[config.mk]
export PLATFORM = sky130hd
export DESIGN_NAME = tft_timing_gen_flat
export DESIGN_NICKNAME = d
export VERILOG_FILES = /design/src/rtl/tft_timing_gen_if.sv /design/src/rtl/tft_timing_gen.sv /design/src/flat_wrapper.sv
export SDC_FILE = /design/constraint.sdc
export NUM_CORES = 1
export LEC_CHECK = 0
export CAP_MARGIN = 20
export CELL_PAD_IN_SITES_DETAIL_PLACEMENT = 1
export CELL_PAD_IN_SITES_GLOBAL_PLACEMENT = 2
export CORE_UTILIZATION = 34
export CTS_CLUSTER_SIZE = 28
export DETAILED_ROUTE_END_ITERATION = 8
export HOLD_SLACK_MARGIN = 0.05
export PLACE_DENSITY = 0.9
export SLEW_MARGIN = 40
export SYNTH_ARGS = -nofsm -noshare
export SYNTH_HDL_FRONTEND = slang
export SYNTH_SLANG_ARGS = --single-unit
[constraint.sdc]
create_clock -name i_clk -period 3.73 [get_ports i_clk]
set_clock_uncertainty 0.15 [all_clocks]
set_input_delay 0.746 -clock i_clk [delete_from_list [all_inputs] [get_ports i_clk]]
set_output_delay 0.746 -clock i_clk [all_outputs]
set_load 0.01 [all_outputs]
[src/rtl/tft_timing_gen_if.sv]
// Pixel stream and panel bus bundle for tft_timing_gen.
// master: the timing generator (pulls pixels, drives the panel).
// slave : the surrounding logic (supplies pixels, observes the panel).
interface tft_timing_gen_if #(
  parameter int unsigned DATA_WIDTH = 24
);
  logic [DATA_WIDTH-1:0] pixel_data;
  logic                  pixel_valid;
  logic                  pixel_ready;
  logic [DATA_WIDTH-1:0] tft_data;
  logic                  tft_hsync_n;
  logic                  tft_vsync_n;
  logic                  tft_de;

  modport master (
    input  pixel_data,
    input  pixel_valid,
    output pixel_ready,
    output tft_data,
    output tft_hsync_n,
    output tft_vsync_n,
    output tft_de
  );

  modport slave (
    output pixel_data,
    output pixel_valid,
    input  pixel_ready,
    input  tft_data,
    input  tft_hsync_n,
    input  tft_vsync_n,
    input  tft_de
  );
endinterface

[src/rtl/tft_timing_gen.sv]
// Raster timing generator and pixel pump for the TFT panel.
// Steps the h/v position once per rising edge of the divided pclk, which is sampled in the
// clk domain, and loads hsync/vsync/de/data registers from the decode of the position.
module tft_timing_gen #(
  parameter int unsigned DATA_WIDTH = 24,
  parameter int unsigned H_ACTIVE   = 480,
  parameter int unsigned H_FP       = 2,
  parameter int unsigned H_SYNC     = 41,
  parameter int unsigned H_BP       = 2,
  parameter int unsigned V_ACTIVE   = 272,
  parameter int unsigned V_FP       = 2,
  parameter int unsigned V_SYNC     = 10,
  parameter int unsigned V_BP       = 2
) (
  input  logic                  i_clk,
  input  logic                  i_rst_n,
  input  logic                  i_enable,
  input  logic                  i_pclk,
  input  logic                  i_lock,
  tft_timing_gen_if.master      if_tft,
  output logic [15:0]           o_x,
  output logic [15:0]           o_y,
  output logic                  o_frame_start,
  output logic                  o_underflow
);

  localparam int unsigned H_TOTAL = H_ACTIVE + H_FP + H_SYNC + H_BP;
  localparam int unsigned V_TOTAL = V_ACTIVE + V_FP + V_SYNC + V_BP;

  localparam logic [15:0] H_LAST   = 16'(H_TOTAL - 1);
  localparam logic [15:0] V_LAST   = 16'(V_TOTAL - 1);
  localparam logic [15:0] H_ACT    = 16'(H_ACTIVE);
  localparam logic [15:0] V_ACT    = 16'(V_ACTIVE);
  localparam logic [15:0] H_SYNC_S = 16'(H_ACTIVE + H_FP);
  localparam logic [15:0] H_SYNC_E = 16'(H_ACTIVE + H_FP + H_SYNC);
  localparam logic [15:0] V_SYNC_S = 16'(V_ACTIVE + V_FP);
  localparam logic [15:0] V_SYNC_E = 16'(V_ACTIVE + V_FP + V_SYNC);

  if (H_TOTAL > 65535 || V_TOTAL > 65535) begin : g_size_check
    $error("tft_timing_gen: H_TOTAL/V_TOTAL do not fit the 16-bit counters");
  end

  logic                  r_pclk_d;
  logic [15:0]           r_h_cnt;
  logic [15:0]           r_v_cnt;
  logic [DATA_WIDTH-1:0] r_data;
  logic                  r_hsync_n;
  logic                  r_vsync_n;
  logic                  r_de;
  logic [15:0]           r_x;
  logic [15:0]           r_y;
  logic                  r_frame_start;

  logic w_pix_en;
  logic w_run;
  logic w_active;
  logic w_hsync;
  logic w_vsync;
  logic w_step;
  logic w_ready;

  // Position decode and the one-clk pixel step; reset gating keeps ready low while held in reset.
  always_comb begin
    w_pix_en = i_pclk & ~r_pclk_d & i_rst_n;
    w_run    = i_enable & i_lock;
    w_active = (r_h_cnt < H_ACT) && (r_v_cnt < V_ACT);
    w_hsync  = (r_h_cnt >= H_SYNC_S) && (r_h_cnt < H_SYNC_E);
    w_vsync  = (r_v_cnt >= V_SYNC_S) && (r_v_cnt < V_SYNC_E);
    w_step   = w_pix_en & w_run;
    w_ready  = w_step & w_active;
  end

  // pclk edge detector register.
  always_ff @(posedge i_clk or negedge i_rst_n) begin
    if (!i_rst_n) begin
      r_pclk_d <= 1'b0;
    end else begin
      r_pclk_d <= i_pclk;
    end
  end

  // Raster counters: h wraps at H_TOTAL-1 and carries into v; dropping run restarts the frame.
  always_ff @(posedge i_clk or negedge i_rst_n) begin
    if (!i_rst_n) begin
      r_h_cnt <= 16'd0;
      r_v_cnt <= 16'd0;
    end else if (!w_run) begin
      r_h_cnt <= 16'd0;
      r_v_cnt <= 16'd0;
    end else if (w_pix_en) begin
      if (r_h_cnt == H_LAST) begin
        r_h_cnt <= 16'd0;
        r_v_cnt <= (r_v_cnt == V_LAST) ? 16'd0 : r_v_cnt + 16'd1;
      end else begin
        r_h_cnt <= r_h_cnt + 16'd1;
      end
    end
  end

  // Panel outputs load from the current position on each step and hold between steps.
  always_ff @(posedge i_clk or negedge i_rst_n) begin
    if (!i_rst_n) begin
      r_data        <= '0;
      r_hsync_n     <= 1'b1;
      r_vsync_n     <= 1'b1;
      r_de          <= 1'b0;
      r_x           <= 16'd0;
      r_y           <= 16'd0;
      r_frame_start <= 1'b0;
    end else begin
      r_frame_start <= 1'b0;
      if (!w_run) begin
        r_data    <= '0;
        r_hsync_n <= 1'b1;
        r_vsync_n <= 1'b1;
        r_de      <= 1'b0;
        r_x       <= 16'd0;
        r_y       <= 16'd0;
      end else if (w_pix_en) begin
        r_hsync_n     <= ~w_hsync;
        r_vsync_n     <= ~w_vsync;
        r_frame_start <= (r_h_cnt == 16'd0) && (r_v_cnt == 16'd0);
        if (w_active) begin
          // An underflow still shows a (black) active pixel so the raster keeps its geometry.
          r_data <= if_tft.pixel_valid ? if_tft.pixel_data : '0;
          r_de   <= 1'b1;
          r_x    <= r_h_cnt;
          r_y    <= r_v_cnt;
        end else begin
          r_data <= '0;
          r_de   <= 1'b0;
          r_x    <= 16'd0;
          r_y    <= 16'd0;
        end
      end
    end
  end

  assign if_tft.pixel_ready = w_ready;
  assign if_tft.tft_data    = r_data;
  assign if_tft.tft_hsync_n = r_hsync_n;
  assign if_tft.tft_vsync_n = r_vsync_n;
  assign if_tft.tft_de      = r_de;
  assign o_x                = r_x;
  assign o_y                = r_y;
  assign o_frame_start      = r_frame_start;
  assign o_underflow        = w_ready & ~if_tft.pixel_valid;

endmodule

[src/flat_wrapper.sv]
// flat-port wrapper written by rule: the top's interface ports become plain ports
module tft_timing_gen_flat 
#(
  parameter int unsigned DATA_WIDTH = 24,
  parameter int unsigned H_ACTIVE   = 480,
  parameter int unsigned H_FP       = 2,
  parameter int unsigned H_SYNC     = 41,
  parameter int unsigned H_BP       = 2,
  parameter int unsigned V_ACTIVE   = 272,
  parameter int unsigned V_FP       = 2,
  parameter int unsigned V_SYNC     = 10,
  parameter int unsigned V_BP       = 2
)
  (i_clk, i_rst_n, i_enable, i_pclk, i_lock, o_x, o_y, o_frame_start, o_underflow, if_tft_pixel_data, if_tft_pixel_valid, if_tft_pixel_ready, if_tft_tft_data, if_tft_tft_hsync_n, if_tft_tft_vsync_n, if_tft_tft_de);
  tft_timing_gen_if #(.DATA_WIDTH(DATA_WIDTH)) if_tft_i ();
  input  logic i_clk;
  input  logic i_rst_n;
  input  logic i_enable;
  input  logic i_pclk;
  input  logic i_lock;
  output logic [15:0] o_x;
  output logic [15:0] o_y;
  output logic o_frame_start;
  output logic o_underflow;
  input wire logic [$bits(if_tft_i.pixel_data)-1:0] if_tft_pixel_data;
  input wire logic [$bits(if_tft_i.pixel_valid)-1:0] if_tft_pixel_valid;
  output wire logic [$bits(if_tft_i.pixel_ready)-1:0] if_tft_pixel_ready;
  output wire logic [$bits(if_tft_i.tft_data)-1:0] if_tft_tft_data;
  output wire logic [$bits(if_tft_i.tft_hsync_n)-1:0] if_tft_tft_hsync_n;
  output wire logic [$bits(if_tft_i.tft_vsync_n)-1:0] if_tft_tft_vsync_n;
  output wire logic [$bits(if_tft_i.tft_de)-1:0] if_tft_tft_de;
  assign if_tft_i.pixel_data = if_tft_pixel_data;
  assign if_tft_i.pixel_valid = if_tft_pixel_valid;
  assign if_tft_pixel_ready = if_tft_i.pixel_ready;
  assign if_tft_tft_data = if_tft_i.tft_data;
  assign if_tft_tft_hsync_n = if_tft_i.tft_hsync_n;
  assign if_tft_tft_vsync_n = if_tft_i.tft_vsync_n;
  assign if_tft_tft_de = if_tft_i.tft_de;
  tft_timing_gen #(.DATA_WIDTH(DATA_WIDTH), .H_ACTIVE(H_ACTIVE), .H_FP(H_FP), .H_SYNC(H_SYNC), .H_BP(H_BP), .V_ACTIVE(V_ACTIVE), .V_FP(V_FP), .V_SYNC(V_SYNC), .V_BP(V_BP)) u_core (.i_clk(i_clk), .i_rst_n(i_rst_n), .i_enable(i_enable), .i_pclk(i_pclk), .i_lock(i_lock), .if_tft(if_tft_i), .o_x(o_x), .o_y(o_y), .o_frame_start(o_frame_start), .o_underflow(o_underflow));
endmodule
==> results.txt, run 1 <==
For the pin with the worst max-slew slack, the measured transition is 0.769 ns. Traced cell by cell, the critical path runs through clkdlybuf4s50_1 > nand3b_1 > or4_4 > or3_4 > nor3_2 > clkdlybuf4s15_1. Registers take 2330 um^2. Dividing the detail-routed wire length by the instance count gives 18.4 um.

Number of buffers between clock root and the deepest sink: 2. Data on the critical path is required at its endpoint by 2.83 ns. The final reports fail on DRC. The logs give 3498 for the number of global-route vias before repair and 0 for the post-CTS setup repair buffer count. For this configuration, the core starts out at a cell density of 35.3%. When the netlist entered floorplanning its net count stood at 410.

The post-layout net count was 497; the post-synthesis to final-layout area growth was 33.5%. On the critical path, the stage with the largest delay is an instance of sky130_fd_sc_hd__or4_4. After synthesis, the share of flip-flops with an asynchronous set or reset is 100%. The core area is 11600 um^2, and the floorplan die height is 112 um.

The synthesized design devotes to its leading area cell type 55.5% of total area. The initial antenna violation count is 0. By area the synthesized netlist is led by sky130_fd_sc_hd__dfrtp_1, sky130_fd_sc_hd__a22o_1, sky130_fd_sc_hd__and3_1. Dominant cell type by area after synthesis: sky130_fd_sc_hd__dfrtp_1. The logs give 12500 um^2 for the floorplan die area and 374 for the synthesized instance count. Startpoint kind of the worst setup timing path: an input pin.

In this run the mean area of a mapped cell was 11.0 um^2. Sequential elements use 56.8% of the synthesized area. For the maximum achievable frequency, the log shows 276 MHz.

Entering global routing, the biggest net connects 80 pins. The worst hold slack after final layout was 0.200 ns; the die width was 112 um. The number of hold buffers added after CTS was 0. Across the run, the number of max-cap violations was 0.

The clock drives 93 sinks. The data arrival at the endpoint of the critical path is 2.73 ns. By instance count, the leading cell after synthesis is sky130_fd_sc_hd__dfrtp_1. The filler cells instantiated in the layout total 1277. The standard-cell row count is 39. The reported leakage power was 0.00246 uW. The final cycle utilization of the critical path was 97.1%; the number of failing hold endpoints at the final stage was 0.

CTS built an H-tree with a depth of 3. The diode insertion count for antenna repair was 0. The final max-slew violation count came out at 0. The worst vdd rail ir drop was 0.215 mV. The worst setup path is captured at a primary output.

TritonCTS built the clock tree. For this run, the number of Yosys warnings is 0. During placement, the flow inserted port buffers numbering 91. Cells fill 47.2% of the core in the end.

Summing all multi-input logic gate instances after layout gives 1650 um^2. Global-route wire length before repair: 18400 um. The headroom to the max-slew limit was 48.7%. The flow ran to the end, but the final reports show violations. The detail route stage leaves a number of antenna-violating nets equal to 0. The final critical-path required period was 3.62 ns. For the distinct cell type count of the synthesized netlist, the log shows 42. The placer congestion estimate is 0.813, and the count of final setup violators is 0.

The clock latency on the worst-skew pair was 0.34 ns. Setup repair after global routing left no endpoint under its margin. The cell area after placement is 5190 um^2, and the largest driver fanout on the critical path is 3. On the worst path, the slowest cell contributes a delay of 0.51 ns. The tools report the DRC violation count after routing as 13. The register-to-register setup slack is 0.79 ns.

Among all flip-flop cells after synthesis, the most frequent one is sky130_fd_sc_hd__dfrtp_1. The number of iterations in the first detailed-routing pass is 6. Average via count per standard cell: 5.49. The path class of the tightest hold or removal check is in2async. Dividing total power by cell area gives a power density of 364 nW/um^2. The finished cells cover 5480 um^2. Once detailed placement completed, the half-perimeter wirelength came to 7700 um. The combined area of all synthesized cells is 4100 um^2.

For this block, the initial DRC count from the detailed router was 166. Clock-pin slew was measured on the worst setup and hold paths at 0.07 ns. After synthesis, the most frequently instantiated cells are sky130_fd_sc_hd__dfrtp_1, sky130_fd_sc_hd__a22o_1, sky130_fd_sc_hd__nor2_1, sky130_fd_sc_hd__and3_1, sky130_fd_sc_hd__nand2_1. The final route contains 3341 vias. Root buffer cell: sky130_fd_sc_hd__clkbuf_16. Critical setup path kind: in2out.

Power comes to 2000 uW. The tools report the global-route congestion overflow total as 0. Top-level I/O count: 92. Summed over all layers, the routed wires come to 11200 um. Counting the buffers created by CTS gives 9. The fraction of final layout cells with drive strength greater than 1 was 7.73%; the number of flops mapped to enable cells by yosys was 0.

The overall global routing resource usage is 18.5%, and the synthesis-stage register bit count is 93.
## cell type report
| cell class | count | area share (%) |
|---|---|---|
| Sequential cell | 93 | 42.5 |
| Multi-Input combinational cell | 247 | 30.2 |
| Timing Repair Buffer | 103 | 18.5 |
| Clock buffer | 11 | 4.43 |
| Tap cell | 143 | 3.26 |
| Clock inverter | 5 | 0.662 |
| Inverter | 7 | 0.479 |
## layout by cell type (no fill, tap or decap), types with 8 or more instances in the layout
master and count:
sky130_fd_sc_hd__o21ai_0 18, sky130_fd_sc_hd__clkdlybuf4s50_1 88, sky130_fd_sc_hd__nand4_1 9, sky130_fd_sc_hd__clkbuf_16 9, sky130_fd_sc_hd__nand2_1 20, sky130_fd_sc_hd__nor3_1 8
sky130_fd_sc_hd__dfrtp_1 91, sky130_fd_sc_hd__a22o_1 47, sky130_fd_sc_hd__a21o_1 9, sky130_fd_sc_hd__and3_1 20, sky130_fd_sc_hd__buf_4 11, sky130_fd_sc_hd__nand3_1 15
sky130_fd_sc_hd__nor2_1 23
## layer usage
metal / vias to the layer above / wire length, um / track usage [%]
li1: 1545 / - / -
met1: 1705 / 5190 / 24.9
met4: 0 / 100 / 4.50
met5: - / 0 / 0
met3: 9 / 630 / 4.35
met2: 82 / 5290 / 30.2
## cell families (layout without fill, tap and decap cells)
group,count (synthesis),count (layout),share of synthesized area [%]
AND/OR/NAND/NOR,138,138,18.7
adder cells (fa/ha/maj),6,6,1.83
AO/OA/AOI/OAI,92,92,16.6
XOR/XNOR,11,11,2.35
buffers and inverters,34,126,3.69
flip-flops,93,93,56.8
## worst max-delay path: cells and delay by family
kind | cells | cell delay (ns)
AND/OR/NAND/NOR | 4 | 1.23
buffers and inverters | 2 | 0.75
## per-stage QoR
step	cells	worst slack, ns	setup TNS [ns]
2_1_floorplan	374	0.780	0
3_3_place_gp	593	-0.318	-0.445
3_5_place_dp	593	-0.337	-0.481
4_1_cts	609	0.00214	0
5_1_grt	609	0.00851	0
6_report	609	0.107	0
## repair_timing
item	4_1_cts	5_1_grt
resized for setup	3	3
cloned	0	0
setup endpoints to repair	2	1
## report_power, final
part / internal, uW / leakage [uW] / switching, uW
sequential: 1010 / 0.00129 / 3.88
combinational: 49.0 / 0.00105 / 66.0
clock: 471 / 0.000128 / 393
total: 1530 / 0.00246 / 463
## state kept, by name, indices dropped and copies added, names as in the netlist, 16 cells and up
signal                  flops
u_core.o_x                 16
u_core.if_tft.tft_data     24
u_core.r_h_cnt             16
u_core.o_y                 16
u_core.r_v_cnt             16
## path summary, 6_finish.rpt
check,startpoint,to,cells past startpoint
setup / recovery,i_pclk,o_underflow,6
hold reg to reg,u_core.if_tft.tft_de$_DFFE_PN0P_,u_core.if_tft.tft_de$_DFFE_PN0P_,1
min in group i_clk,u_core.if_tft.tft_de$_DFFE_PN0P_,u_core.if_tft.tft_de$_DFFE_PN0P_,1
hold / removal,i_rst_n,u_core.o_x[12]$_DFFE_PN0P_,2
setup reg to reg,u_core.r_h_cnt[14]$_DFFE_PN0P_,u_core.if_tft.tft_data[1]$_DFFE_PN0P_,8
max in group asynchronous,i_rst_n,u_core.r_v_cnt[13]$_DFFE_PN0P_,3
No activity file was read; power rests on OpenSTA's default activity.
==> run 2: changes to the inputs <==
SKIP_LAST_GASP = 1   (was not set)
==> results of run 2 <==
Final layout, timing and power as in run 1 (identical DEF).
==> run 3: changes to the inputs <==
GPL_ROUTABILITY_DRIVEN = 0   (was not set)
==> results of run 3 <==
Final layout, timing and power as in run 1 (identical DEF).
